<file path="src/rtl/clock_pkg.sv">
// Shared encodings and field limits for the digital clock time-keeping core.
package clock_pkg;

  localparam int unsigned FIELD_W  = 6;
  localparam int unsigned SEC_MAX  = 59;
  localparam int unsigned MIN_MAX  = 59;
  localparam int unsigned HOUR_MAX = 23;

  typedef enum logic [1:0] {
    MODE_RUN         = 2'd0,
    MODE_SET_HOURS   = 2'd1,
    MODE_SET_MINUTES = 2'd2
  } mode_e;

endpackage

</file>
<file path="src/rtl/time_counter_if.sv">
// Button inputs and time/mode outputs of the time-keeping core.
interface time_counter_if;

  logic                          set_i;
  logic                          inc_i;
  logic [clock_pkg::FIELD_W-1:0] seconds_o;
  logic [clock_pkg::FIELD_W-1:0] minutes_o;
  logic [clock_pkg::FIELD_W-1:0] hours_o;
  logic [1:0]                    mode_o;
  logic                          sec_tick_o;

  modport master (
    output set_i, inc_i,
    input  seconds_o, minutes_o, hours_o, mode_o, sec_tick_o
  );

  modport slave (
    input  set_i, inc_i,
    output seconds_o, minutes_o, hours_o, mode_o, sec_tick_o
  );

endinterface

</file>
<file path="src/rtl/wrap_counter.sv">
// Modulo-(MAX+1) counter with synchronous clear (priority) and enable; flags the wrapping step.
module wrap_counter #(
  parameter int unsigned MAX = 59,
  parameter int unsigned W   = 6
) (
  input  logic         clk_i,
  input  logic         rst_n_i,
  input  logic         en_i,
  input  logic         clr_i,
  output logic [W-1:0] value_o,
  output logic         wrap_o
);

  logic [W-1:0] r_value;
  logic         w_at_max;

  assign w_at_max = (r_value == W'(MAX));

  always_ff @(posedge clk_i or negedge rst_n_i) begin
    if (!rst_n_i) begin
      r_value <= '0;
    end else if (clr_i) begin
      r_value <= '0;
    end else if (en_i) begin
      r_value <= w_at_max ? '0 : r_value + W'(1);
    end
  end

  assign value_o = r_value;
  assign wrap_o  = en_i & w_at_max;

endmodule

</file>
<file path="src/rtl/time_counter.sv">
// Digital clock core: 1 Hz prescaler, HH:MM:SS carry chain and a three-state set-mode FSM.
module time_counter
  import clock_pkg::*;
#(
  parameter int unsigned TICKS_PER_SEC = 50_000_000
) (
  input  logic           clk_i,
  input  logic           rst_n_i,
  time_counter_if.slave  tc_if
);

  localparam int unsigned PRESC_W = (TICKS_PER_SEC > 1) ? $clog2(TICKS_PER_SEC) : 1;

  mode_e r_mode;
  logic  r_set_prev;
  logic  r_inc_prev;
  logic  r_sec_tick;

  logic               w_set_edge;
  logic               w_inc_edge;
  logic               w_inc_only;
  logic               w_run;
  logic               w_tick;
  logic               w_leave_set;
  logic               w_sec_wrap;
  logic               w_min_wrap;
  logic               w_hour_wrap;
  logic               w_min_en;
  logic               w_hour_en;
  logic [PRESC_W-1:0] w_presc_val;
  logic [FIELD_W-1:0] w_sec;
  logic [FIELD_W-1:0] w_min;
  logic [FIELD_W-1:0] w_hour;
  logic               w_unused_ok;

  assign w_set_edge  = tc_if.set_i & ~r_set_prev;
  assign w_inc_edge  = tc_if.inc_i & ~r_inc_prev;
  // A simultaneous set edge swallows the increment.
  assign w_inc_only  = w_inc_edge & ~w_set_edge;
  assign w_run       = (r_mode == MODE_RUN);
  assign w_leave_set = (r_mode == MODE_SET_MINUTES) & w_set_edge;

  // Carries only propagate in RUN; set-mode increments never ripple.
  assign w_min_en  = (w_run & w_sec_wrap) | ((r_mode == MODE_SET_MINUTES) & w_inc_only);
  assign w_hour_en = (w_run & w_min_wrap) | ((r_mode == MODE_SET_HOURS) & w_inc_only);

  assign w_unused_ok = ^{w_presc_val, w_hour_wrap};

  wrap_counter #(.MAX(TICKS_PER_SEC - 1), .W(PRESC_W)) u_presc (
    .clk_i   (clk_i),
    .rst_n_i (rst_n_i),
    .en_i    (w_run),
    .clr_i   (~w_run),
    .value_o (w_presc_val),
    .wrap_o  (w_tick)
  );

  wrap_counter #(.MAX(SEC_MAX), .W(FIELD_W)) u_sec (
    .clk_i   (clk_i),
    .rst_n_i (rst_n_i),
    .en_i    (w_tick),
    .clr_i   (w_leave_set),
    .value_o (w_sec),
    .wrap_o  (w_sec_wrap)
  );

  wrap_counter #(.MAX(MIN_MAX), .W(FIELD_W)) u_min (
    .clk_i   (clk_i),
    .rst_n_i (rst_n_i),
    .en_i    (w_min_en),
    .clr_i   (1'b0),
    .value_o (w_min),
    .wrap_o  (w_min_wrap)
  );

  wrap_counter #(.MAX(HOUR_MAX), .W(FIELD_W)) u_hour (
    .clk_i   (clk_i),
    .rst_n_i (rst_n_i),
    .en_i    (w_hour_en),
    .clr_i   (1'b0),
    .value_o (w_hour),
    .wrap_o  (w_hour_wrap)
  );

  // Edge-detect history resets high so a button held through reset yields no edge.
  always_ff @(posedge clk_i or negedge rst_n_i) begin
    if (!rst_n_i) begin
      r_mode     <= MODE_RUN;
      r_set_prev <= 1'b1;
      r_inc_prev <= 1'b1;
      r_sec_tick <= 1'b0;
    end else begin
      r_set_prev <= tc_if.set_i;
      r_inc_prev <= tc_if.inc_i;
      r_sec_tick <= w_tick;
      if (w_set_edge) begin
        unique case (r_mode)
          MODE_RUN:         r_mode <= MODE_SET_HOURS;
          MODE_SET_HOURS:   r_mode <= MODE_SET_MINUTES;
          MODE_SET_MINUTES: r_mode <= MODE_RUN;
          default:          r_mode <= MODE_RUN;
        endcase
      end
    end
  end

  assign tc_if.seconds_o  = w_sec;
  assign tc_if.minutes_o  = w_min;
  assign tc_if.hours_o    = w_hour;
  assign tc_if.mode_o     = r_mode;
  assign tc_if.sec_tick_o = r_sec_tick;

endmodule

</file>
<file path="src/flat_wrapper.sv">
// flat-port wrapper written by rule: the top's interface ports become plain ports
module time_counter_flat import clock_pkg::*;
#(
  parameter int unsigned TICKS_PER_SEC = 50_000_000
)
  (clk_i, rst_n_i, tc_if_set_i, tc_if_inc_i, tc_if_seconds_o, tc_if_minutes_o, tc_if_hours_o, tc_if_mode_o, tc_if_sec_tick_o);
  time_counter_if tc_if_i ();
  input  logic clk_i;
  input  logic rst_n_i;
  input wire logic [$bits(tc_if_i.set_i)-1:0] tc_if_set_i;
  input wire logic [$bits(tc_if_i.inc_i)-1:0] tc_if_inc_i;
  output wire logic [$bits(tc_if_i.seconds_o)-1:0] tc_if_seconds_o;
  output wire logic [$bits(tc_if_i.minutes_o)-1:0] tc_if_minutes_o;
  output wire logic [$bits(tc_if_i.hours_o)-1:0] tc_if_hours_o;
  output wire logic [$bits(tc_if_i.mode_o)-1:0] tc_if_mode_o;
  output wire logic [$bits(tc_if_i.sec_tick_o)-1:0] tc_if_sec_tick_o;
  assign tc_if_i.set_i = tc_if_set_i;
  assign tc_if_i.inc_i = tc_if_inc_i;
  assign tc_if_seconds_o = tc_if_i.seconds_o;
  assign tc_if_minutes_o = tc_if_i.minutes_o;
  assign tc_if_hours_o = tc_if_i.hours_o;
  assign tc_if_mode_o = tc_if_i.mode_o;
  assign tc_if_sec_tick_o = tc_if_i.sec_tick_o;
  time_counter #(.TICKS_PER_SEC(TICKS_PER_SEC)) u_core (.clk_i(clk_i), .rst_n_i(rst_n_i), .tc_if(tc_if_i));
endmodule
</file>
<file path="config.mk">
export PLATFORM = sky130hd
export DESIGN_NAME = time_counter_flat
export DESIGN_NICKNAME = d
export VERILOG_FILES = /design/src/rtl/clock_pkg.sv /design/src/rtl/time_counter_if.sv /design/src/rtl/wrap_counter.sv /design/src/rtl/time_counter.sv /design/src/flat_wrapper.sv
export SDC_FILE = /design/constraint.sdc
export NUM_CORES = 1
export LEC_CHECK = 0
export ABC_AREA = 0
export CORE_MARGIN = 1
export CORE_UTILIZATION = 37
export CTS_BUF_LIST = sky130_fd_sc_hd__clkbuf_2 sky130_fd_sc_hd__clkbuf_4 sky130_fd_sc_hd__clkbuf_8
export DETAILED_ROUTE_END_ITERATION = 10
export SYNTH_ARGS = -nofsm -noshare
export SYNTH_HDL_FRONTEND = slang
export SYNTH_SLANG_ARGS = --single-unit
</file>
<file path="constraint.sdc">
create_clock -name clk_i -period 2.4 [get_ports clk_i]
set_clock_uncertainty 0.1 [all_clocks]
set_input_delay 0.72 -clock clk_i [delete_from_list [all_inputs] [get_ports clk_i]]
set_output_delay 0.72 -clock clk_i [all_outputs]
set_load 0.05 [all_outputs]
</file>
==> results of run 1 <==
==> metal layers <==
layer | vias to the layer above | global-route usage (%)
li1 | 893 | -
met1 | 851 | 20.06
met2 | 20 | 23.64
met3 | 5 | 4.615
met4 | 0 | 5.263
met5 | - | 0
==> cell usage after synthesis (all sizes together) (2+ instances only) <==
cell	instances	share of area (%)
nand2	22	3.5
nor4b	4	2.1
or3	4	1.0
nand2b	3	0.89
mux2	6	3.0
ha	4	2.1
a21oi	7	1.5
nor2b	4	1.0
dfrtp	47	49
nor3	7	1.5
xor2	13	4.8
dfstp	2	2.2
nand3	11	3.0
nor2	38	6.0
nand4	9	2.4
o31ai	2	0.63
inv	5	0.78
nor4	2	1.2
nand3b	2	0.63
o21ai	9	2.0
and3	8	2.1
and4	2	0.84
clkbuf	2	0.31
or2	2	0.52
xnor2	12	4.4
==> logic make-up after synthesis <==
family	after synthesis	share of synthesized area [%]
multiplexers	6	2.979
flip-flops	49	51.33
XOR/XNOR	25	9.148
AO/OA/AOI/OAI	24	6.430
buffers and inverters	7	1.098
AND/OR/NAND/NOR	119	26.92
adder cells (fa/ha/maj)	4	2.091
==> state kept, by name (all words and copies together), names as in the netlist <==
register                 cells
u_core.u_hour.value_o        6
u_core.tc_if.sec_tick_o      1
u_core.u_sec.value_o         6
u_core.r_inc_prev            1
u_core.u_min.value_o         6
u_core.tc_if.mode_o          2
u_core.r_set_prev            1
u_core.u_presc.value_o      26
==> final timing paths <==
kind | start | end | slack (ps) | cells past startpoint
max reg2reg | u_core.u_presc.value_o[0]$_DFF_PN0_ | u_core.u_min.value_o[2]$_DFFE_PN0P_ | 230 | 7
max in group asynchronous | rst_n_i | u_core.u_presc.value_o[9]$_DFF_PN0_ | 1390 | 2
min in group clk_i | u_core.u_presc.value_o[0]$_DFF_PN0_ | u_core.u_presc.value_o[0]$_DFF_PN0_ | 410 | 1
min reg2reg | u_core.u_presc.value_o[0]$_DFF_PN0_ | u_core.u_presc.value_o[0]$_DFF_PN0_ | 410 | 1
min | rst_n_i | u_core.u_presc.value_o[10]$_DFF_PN0_ | 210 | 1
max | u_core.u_min.value_o[4]$_DFFE_PN0P_ | tc_if_minutes_o[4] | 60 | 1
==> final cells by class <==
cell class	count	area [um^2]
Sequential cell	49	1229
Tap cell	75	93.84
Inverter	5	18.77
Fill cell	590	3197
Timing Repair Buffer	36	327.8
Multi-Input combinational cell	178	1139
Clock inverter	3	22.52
Clock buffer	5	68.82
==> stage by stage <==
step                      hold slack [ps]  instances  power, mW  area [um^2]  utilization [%]
after floorplan                     324.4        234      2.022         2394                -
after global placement              372.0        343      2.450         2788            45.73
after detailed placement            405.9        343      2.464         2788            45.73
after CTS                           222.4        351      2.956         2877            47.19
after global routing                225.0        351      3.091         2899            47.56
final                               213.8        351      2.910         2899            47.56
==> report_power, final <==
group | switching, mW | total (mW) | internal (mW)
Sequential | 0.207 | 1.19 | 0.984
Combinational | 0.826 | 1.23 | 0.401
Clock | 0.284 | 0.491 | 0.207
==> repair_timing <==
item	CTS	global route
endpoints found under the setup margin	2	9
gates resized for setup	2	9
pin swaps	0	0
==> summary.md, run 1 <==
| Metric | Value |
|---|---|
| Final-report setup violation count | 0 |
| Async set or reset register ratio after synthesis | 100.0% |
| Number of clock sinks | 49 |
| DRC Markers | 0 |
| Critical Path Slowest Stage Cell | clkdlybuf4s50_1 |
| Vias in the first global route | 1,687 |
| Maximum ir drop on the vdd rail | 0.0006372 V |
| Number of max-slew violations in the final report | 0 |
| Die height | 82.43 um |
| Inserted Clock Buffers | 5 |
| Buffer depth of the longest clock path | 2 |
| Portion of the clock cycle consumed by the worst path in the final layout | 97.48% |
| First-pass iteration count of the detailed router | 4 |
| Clock-pin slew reported for the worst setup and hold paths after clock tree synthesis | 90 ps |
| Outcome | complete, no violations |
| Total wire length | 4.544 mm |
| Largest net degree at the start of global routing | 26 |
| Number of warnings printed during yosys synthesis | 0 |
| Avg Vias per Cell | 5.040 |
| Post-layout nets | 283 |
| Final weighted congestion in routability-driven placement | 0.7893 |
| Worst slew margin relative to its limit | 66.20% |
| Cell row count | 28 |
| Most common library cell in the layout ignoring fill and taps | dfrtp_1 |
| Antenna diode count | 0 |
| Setup slack of the critical path after layout | 60.40 ps |
| Total number of H-tree levels | 2 |
| PortBufs | 24 |
| Combined buffer and inverter count along the critical path | 1 |
| Largest stage delay on the critical path | 820 ps |
| Sum of net half-perimeters after detailed placement | 3.270 mm |
| Drt first-iter violations | 42 |
| Initial standard-cell utilization of the core | 39.27% |
| Worst Setup End Kind | output pin |
| Cell family with the largest share of critical-path delay | buffers and inverters |
| Transition time at the pin with the least slew margin | 506.2 ps |
| Static leakage power | 1.364 nW |
| First-pass GRT wire length | 7.672 mm |
| Peak clock frequency supported by timing | 427.4 MHz |
| Register area share after synthesis | 51.33% |
| Overall fraction of global-route tracks in use | 15.21% |
| Synth Net Count | 242 |
| Highest routing layer actually used | met4 |
| Signal arrival time at the worst endpoint | 1520 ps |
| Most frequent cells in the layout | dfrtp_1, nor2_1, nand2_1, buf_4, xor2_1 |
| Tightest Hold Check Type | in2async |
| Hold Vio Cnt, Final | 0 |
| Share of final-layout standard cells stronger than drive strength 1 | 16.30% |
| Area added between synthesis and finish | 21.12% |
| Antenna Nets Post-Route | 0 |
| Insertion delay to the later sink of the worst-skew pair | 300 ps |
| Nature of the critical path startpoint | flip-flop |
| Met3 wire length | 163 um |
| Count of unique library cells instantiated by Yosys | 41 |
| # IOs | 25 |
| Post-DR wirelength/cell | 12.95 um |
| Die width | 82.43 um |
| Post-Syn Instances | 234 |
| Combined area of all synthesized cells | 0.002394 mm^2 |
| Worst slack after detailed placement | 74.78 ps |
| Series of cell instances along the critical path | clkdlybuf4s50_1 |
| Global route overflow | 0 |
| Crit Path Class | reg2out |
| M1 WL | 2.265 mm |
| Routed length on met2 | 2.061 mm |
| Synthesized flop and latch total | 49 |
| CTS tree | built |
| Post-route setup TNS | 0 ps |
| Setup repair after global routing missed its margin | no |
| Power density over the cells | 1004 mW/mm^2 |
| CTS Root Buffer Type | clkbuf_8 |
| Most used DFF post-synth | dfrtp_1 |
| # hold bufs at CTS | 0 |
| Number of antenna violations at the first check in global routing | 0 |
| Via count | 1,769 |
| Average instance area after synthesis | 10.23 um^2 |
| Floorplan Core Area | 0.006096 mm^2 |
| Maximum fanout along the worst path | 4 |
| Number of enable-type register cells in the synthesized netlist | 0 |
| Data required time at the worst endpoint | 1580 ps |
| Final period demand of the worst path | 2340 ps |
| Post-CTS repair timing setup buffer count | 0 |
| Die Area | 0.006795 mm^2 |
| Max-Cap Viols | 0 |
Note: power is estimated with default switching activity, not from simulation.
==> run 2: changes to the inputs <==
--- a/config.mk
+++ b/config.mk
@@ -9,7 +9,9 @@
 export CORE_MARGIN = 1
 export CORE_UTILIZATION = 37
 export CTS_BUF_LIST = sky130_fd_sc_hd__clkbuf_2 sky130_fd_sc_hd__clkbuf_4 sky130_fd_sc_hd__clkbuf_8
+export CTS_CLUSTER_SIZE = 10
 export DETAILED_ROUTE_END_ITERATION = 10
+export GPL_TIMING_DRIVEN = 0
 export SYNTH_ARGS = -nofsm -noshare
 export SYNTH_HDL_FRONTEND = slang
 export SYNTH_SLANG_ARGS = --single-unit
==> run 2 against run 1 <==
Net effect:
- hold slack got worse by 40 ps
- worst setup slack worse by 12 ps
- clock-buffer cell count is 2 higher
- first-iteration DRC count is 17% lower
- clock power rose by 26%
- register-to-register slack lost 120 ps
- maximum frequency is 0.51% lower
- die area unchanged
- non-clock buffer count down 9
- power grew 4.5%
- critical path type unchanged
- highest routed layer unchanged
==> summary.md, run 2 (synthesis results as in run 1) <==
| Metric | Value |
|---|---|
| Outcome | complete, no violations |
| First-pass iteration count of the detailed router | 4 |
| Floorplan Core Area | 0.006096 mm^2 |
| Setup repair after global routing missed its margin | no |
| Drt first-iter violations | 35 |
| Series of cell instances along the critical path | clkdlybuf4s50_1 |
| Global route overflow | 0 |
| Tightest Hold Check Type | in2async |
| Clock share of power | 20.3% |
| Antenna diode count | 0 |
| Die width | 82.43 um |
| Transition time at the pin with the least slew margin | 513.4 ps |
| Signal arrival time at the worst endpoint | 1530 ps |
| Post-DR wirelength/cell | 12.93 um |
| Post-CTS repair timing setup buffer count | 0 |
| Max-Cap Viols | 0 |
| Largest stage delay on the critical path | 830 ps |
| Most common library cell in the layout ignoring fill and taps | dfrtp_1 |
| Maximum fanout along the worst path | 4 |
| Worst slew margin relative to its limit | 65.66% |
| Post-route setup TNS | 0 ps |
| Static leakage power | 1.352 nW |
| Crit Path Class | reg2out |
| Number of antenna violations at the first check in global routing | 0 |
| Share of final-layout standard cells stronger than drive strength 1 | 11.99% |
| Worst setup path startpoint | u_core.u_hour.value_o[5]$_DFFE_PN0P_ |
| Summed area of non-filler cells in the final layout | 0.002919 mm^2 |
| Switching power of the nets | 1.306 mW |
| Net switching fraction of the power | 42.93% |
| CTS tree | built |
| Total wire length | 4.423 mm |
| First-pass GRT wire length | 7.555 mm |
| Most frequent cells in the layout | dfrtp_1, nor2_1, nand2_1, xor2_1, xnor2_1 |
| PortBufs | 24 |
| Buffer depth of the longest clock path | 2 |
| Critical Path Slowest Stage Cell | clkdlybuf4s50_1 |
| Total number of H-tree levels | 2 |
| Fill count | 593 |
| Final period demand of the worst path | 2351 ps |
| Data required time at the worst endpoint | 1580 ps |
| # hold bufs at CTS | 0 |
| Inserted Clock Buffers | 5 |
| Maximum ir drop on the vdd rail | 0.0006957 V |
| Overall fraction of global-route tracks in use | 14.60% |
| Cell family with the largest share of critical-path delay | buffers and inverters |
| Die Area | 0.006795 mm^2 |
| Worst Setup End Kind | output pin |
| Combined buffer and inverter count along the critical path | 1 |
| Sequential group share of total power | 39.1% |
| Internal portion of total power | 1.736 mW |
| DRC Markers | 0 |
| Final weighted congestion in routability-driven placement | 0.7280 |
| Sum of net half-perimeters after detailed placement | 3.123 mm |
| Avg Vias per Cell | 5.222 |
| Portion of the clock cycle consumed by the worst path in the final layout | 97.98% |
| Insertion delay to the later sink of the worst-skew pair | 300 ps |
| Final-report setup violation count | 0 |
| Placed cell areas | 0.002743 mm^2 |
| Number of clock sinks | 49 |
| R2R Path Start | u_core.u_presc.value_o[0]$_DFF_PN0_ |
| Final design utilization | 47.89% |
| Post-layout nets | 274 |
| Via count | 1,786 |
| Number of max-slew violations in the final report | 0 |
| CTS Root Buffer Type | clkbuf_8 |
| # IOs | 25 |
| Vias in the first global route | 1,635 |
| Power density over the cells | 1042 mW/mm^2 |
| Peak clock frequency supported by timing | 425.3 MHz |
| Nature of the critical path startpoint | flip-flop |
| Initial standard-cell utilization of the core | 39.27% |
| Antenna Nets Post-Route | 0 |
| Cell row count | 28 |
| Largest net degree at the start of global routing | 40 |
| Largest register FFs | 26 |
| Area added between synthesis and finish | 21.96% |
| Clock-pin slew reported for the worst setup and hold paths after clock tree synthesis | 100 ps |
| Die height | 82.43 um |
| Combinational power share | 40.6% |
| Hold Vio Cnt, Final | 0 |
## run 2: per-stage QoR
step,hold WS (ps),setup WS [ps],cells,total power [mW]
floorplan,324.4,66.24,234,2.022
global placement,380.0,-973.7,333,2.451
detailed placement,387.8,-232.4,334,2.462
CTS,183.1,5.739,342,3.066
global route,184.7,0.5536,342,3.214
finish,173.9,48.51,342,3.041
## run 2: final timing paths
kind	endpoint	slack, ps	cells past startpoint
hold reg to reg	u_core.u_presc.value_o[0]$_DFF_PN0_	400	1
max in group asynchronous	u_core.r_inc_prev$_DFF_PN1_	1460	2
setup / recovery	tc_if_hours_o[5]	50	1
setup reg to reg	u_core.u_min.value_o[2]$_DFFE_PN0P_	110	7
hold / removal	u_core.u_presc.value_o[13]$_DFF_PN0_	170	1
min in group clk_i	u_core.u_presc.value_o[0]$_DFF_PN0_	400	1
## run 2: layout make-up
cell class	count	area, um^2	area share [%]
Multi-Input combinational cell	178	1175	40.25
Buffer	2	10.01	0.3429
Tap cell	75	93.84	3.215
Timing Repair Buffer	25	272.8	9.344
Sequential cell	49	1229	42.09
Inverter	5	18.77	0.6429
Clock buffer	7	90.09	3.086
Clock inverter	1	30.03	1.029
## run 2: per-layer routing
metal  vias up  part of all wire, %  GRT usage (%)  wire length [um]
met2        34                   45          23.80              2008
met4         0                  1.0          4.211                46
li1        878                    -              -                 -
met3         5                  3.6          3.407               161
met5         -                    0              0                 0
met1       869                   50          19.28              2207
## run 2: repair_timing
item / CTS / global route
pin swaps: 0 / 1
gates resized for setup: 4 / 18
endpoints found under the setup margin: 4 / 35
## run 2: power by group through the flow
stage               Clock [mW]  Sequential [mW]  Combinational, mW
floorplan                    0             1.66              0.359
global placement             0             1.21               1.25
detailed placement           0             1.20               1.26
CTS                      0.636             1.19               1.24
global route             0.665             1.22               1.33
finish                   0.617             1.19               1.24
==> run 3: changes to the inputs <==
--- a/config.mk
+++ b/config.mk
@@ -7,11 +7,12 @@
 export LEC_CHECK = 0
 export ABC_AREA = 0
 export CORE_MARGIN = 1
-export CORE_UTILIZATION = 37
+export CORE_UTILIZATION = 48
 export CTS_BUF_LIST = sky130_fd_sc_hd__clkbuf_2 sky130_fd_sc_hd__clkbuf_4 sky130_fd_sc_hd__clkbuf_8
 export CTS_CLUSTER_SIZE = 10
 export DETAILED_ROUTE_END_ITERATION = 10
 export GPL_TIMING_DRIVEN = 0
+export PLACE_DENSITY = 0.69
 export SYNTH_ARGS = -nofsm -noshare
 export SYNTH_HDL_FRONTEND = slang
 export SYNTH_SLANG_ARGS = --single-unit
==> run 3 against run 2 <==
Net effect:
- maximum frequency down 0.82%
- via count down 0.56%
- clock-buffer cell count down 2
- routed wire length down 0.66%
- design area down 1.3%
- sequential power about the same
- hold slack better by 33 ps
- die area down 22%
- global-route usage up 3.7 points
- combinational power about the same
- core utilization up 13 points
- critical endpoint is now tc_if_seconds_o[1]
- largest cell class unchanged
==> summary.md, run 3 (synthesis results as in run 1) <==
| Metric | Value |
|---|---|
| Outcome | complete, no violations |
| First-pass iteration count of the detailed router | 4 |
| Combined buffer and inverter count along the critical path | 1 |
| Max-Cap Viols | 0 |
| Most frequent cells in the layout | dfrtp_1, nor2_1, nand2_1, xor2_1, xnor2_1 |
| Static leakage power | 1.350 nW |
| Sum of net half-perimeters after detailed placement | 2.991 mm |
| Setup slack of the critical path after layout | 29.01 ps |
| Worst Setup End Kind | output pin |
| Cell family with the largest share of critical-path delay | buffers and inverters |
| Share of final-layout standard cells stronger than drive strength 1 | 11.28% |
| Most common library cell in the layout ignoring fill and taps | dfrtp_1 |
| Post-DR wirelength/cell | 13.20 um |
| Initial standard-cell utilization of the core | 50.34% |
| Nature of the critical path startpoint | flip-flop |
| Maximum ir drop on the vdd rail | 0.0008490 V |
| Number of max-slew violations in the final report | 0 |
| Crit Path Class | reg2out |
| Drt first-iter violations | 86 |
| Via count | 1,776 |
| Avg Vias per Cell | 5.333 |
| Worst slew margin relative to its limit | 57.06% |
| Floorplan Core Area | 0.004755 mm^2 |
| Largest stage delay on the critical path | 830 ps |
| Buffer depth of the longest clock path | 2 |
| Data required time at the worst endpoint | 1580 ps |
| Power density over the cells | 1039 mW/mm^2 |
| GRT Max-Usage Layer | met2 |
| Setup repair after global routing missed its margin | no |
| Antenna Nets Post-Route | 0 |
| Insertion delay to the later sink of the worst-skew pair | 310 ps |
| Placed cells | 326 |
| PortBufs | 24 |
| Global route overflow | 0 |
| # IOs | 25 |
| Register-to-register setup slack | 130 ps |
| Post-layout nets | 274 |
| Post-layout instance count excluding filler cells | 333 |
| Critical Path Slowest Stage Cell | clkdlybuf4s50_1 |
| Summed area of non-filler cells in the final layout | 0.002882 mm^2 |
| Die width | 72.62 um |
| Clock-pin slew reported for the worst setup and hold paths after clock tree synthesis | 90 ps |
| # hold bufs at CTS | 0 |
| Fill count | 413 |
| Portion of the clock cycle consumed by the worst path in the final layout | 98.79% |
| Largest net degree at the start of global routing | 37 |
| Final-report setup violation count | 0 |
| Vias in the first global route | 1,623 |
| Final weighted congestion in routability-driven placement | 0.7228 |
| Overall fraction of global-route tracks in use | 18.29% |
| Largest register FFs | 26 |
| Tightest Hold Check Type | in2async |
| Signal arrival time at the worst endpoint | 1550 ps |
| Peak clock frequency supported by timing | 421.8 MHz |
| Die height | 72.62 um |
| Number of clock sinks | 49 |
| Number of antenna violations at the first check in global routing | 0 |
| Antenna diode count | 0 |
| Total number of H-tree levels | 2 |
| Area added between synthesis and finish | 20.39% |
| Final period demand of the worst path | 2371 ps |
| Cell row count | 25 |
| Worst slack after detailed placement | -232.5 ps |
| Met2 Track Usage GR | 28.45% |
| Inserted Clock Buffers | 5 |
| Met3 track demand over resource in global routing | 3.729% |
| Transition time at the pin with the least slew margin | 638.2 ps |
| CTS tree | built |
| Total wire length | 4.394 mm |
| Die Area | 0.005273 mm^2 |
| Hold Vio Cnt, Final | 0 |
| Maximum fanout along the worst path | 5 |
| DRC Markers | 0 |
| Global routing met1 resource utilization | 24.98% |
| CTS Root Buffer Type | clkbuf_8 |
| Series of cell instances along the critical path | clkdlybuf4s50_1 |
| First-pass GRT wire length | 7.410 mm |
| Placed cell areas | 0.002733 mm^2 |
[run 3: final cells by class]
class / count / area, um^2 / share of cell area (%)
clock inverters: 2 / 35.03 / 1.216
multi-input cells: 178 / 1165 / 40.43
plain buffers: 2 / 10.01 / 0.3474
clock buffers: 5 / 68.82 / 2.388
flip-flops and latches: 49 / 1229 / 42.64
repair buffers: 25 / 271.5 / 9.422
inverters: 5 / 18.77 / 0.6513
well taps: 67 / 83.83 / 2.909
[run 3: path summary, 6_finish.rpt]
path                                                     startpoint                                    to  cells after the start
worst max-delay path            u_core.u_sec.value_o[1]$_DFFE_PN0P_                    tc_if_seconds_o[1]                      1
max in group asynchronous                                   rst_n_i           u_core.r_set_prev$_DFF_PN1_                      2
worst max register to register  u_core.u_presc.value_o[0]$_DFF_PN0_   u_core.u_min.value_o[2]$_DFFE_PN0P_                      7
worst min register to register  u_core.u_presc.value_o[0]$_DFF_PN0_   u_core.u_presc.value_o[0]$_DFF_PN0_                      1
worst min-delay path                                        rst_n_i  u_core.u_presc.value_o[13]$_DFF_PN0_                      1
min in group clk_i              u_core.u_presc.value_o[0]$_DFF_PN0_   u_core.u_presc.value_o[0]$_DFF_PN0_                      1
[run 3: layer usage]
metal / part of all wire, % / vias to the layer above / routed length, um
met5: 0 / - / 0
met4: 1.6 / 0 / 71
met3: 2.5 / 7 / 108
met2: 49 / 26 / 2151
met1: 47 / 861 / 2062
li1: - / 882 / -
[run 3: power by group]
| group | leakage (nW) | switching, mW | internal (mW) |
|---|---|---|---|
| combinational | 0.651 | 0.839 | 0.393 |
| sequential | 0.645 | 0.205 | 0.984 |
| clock | 0.0540 | 0.269 | 0.303 |
[run 3: per-stage QoR]
stage	hold slack [ps]	power [mW]	setup TNS [ps]	util, %
floorplan	324.4	2.022	0	-
global placement	377.6	2.427	-45610	57.16
detailed placement	388.7	2.448	-384.6	57.47
CTS	211.9	2.993	0	59.53
global route	219.9	3.166	0	60.61
finish	207.3	2.993	0	60.61
[run 3: timing repair]
item,in CTS,in global routing
setup buffers,0,0
pin swaps,0,1
setup endpoints to repair,5,36
resized for setup,5,17
cloned,0,0
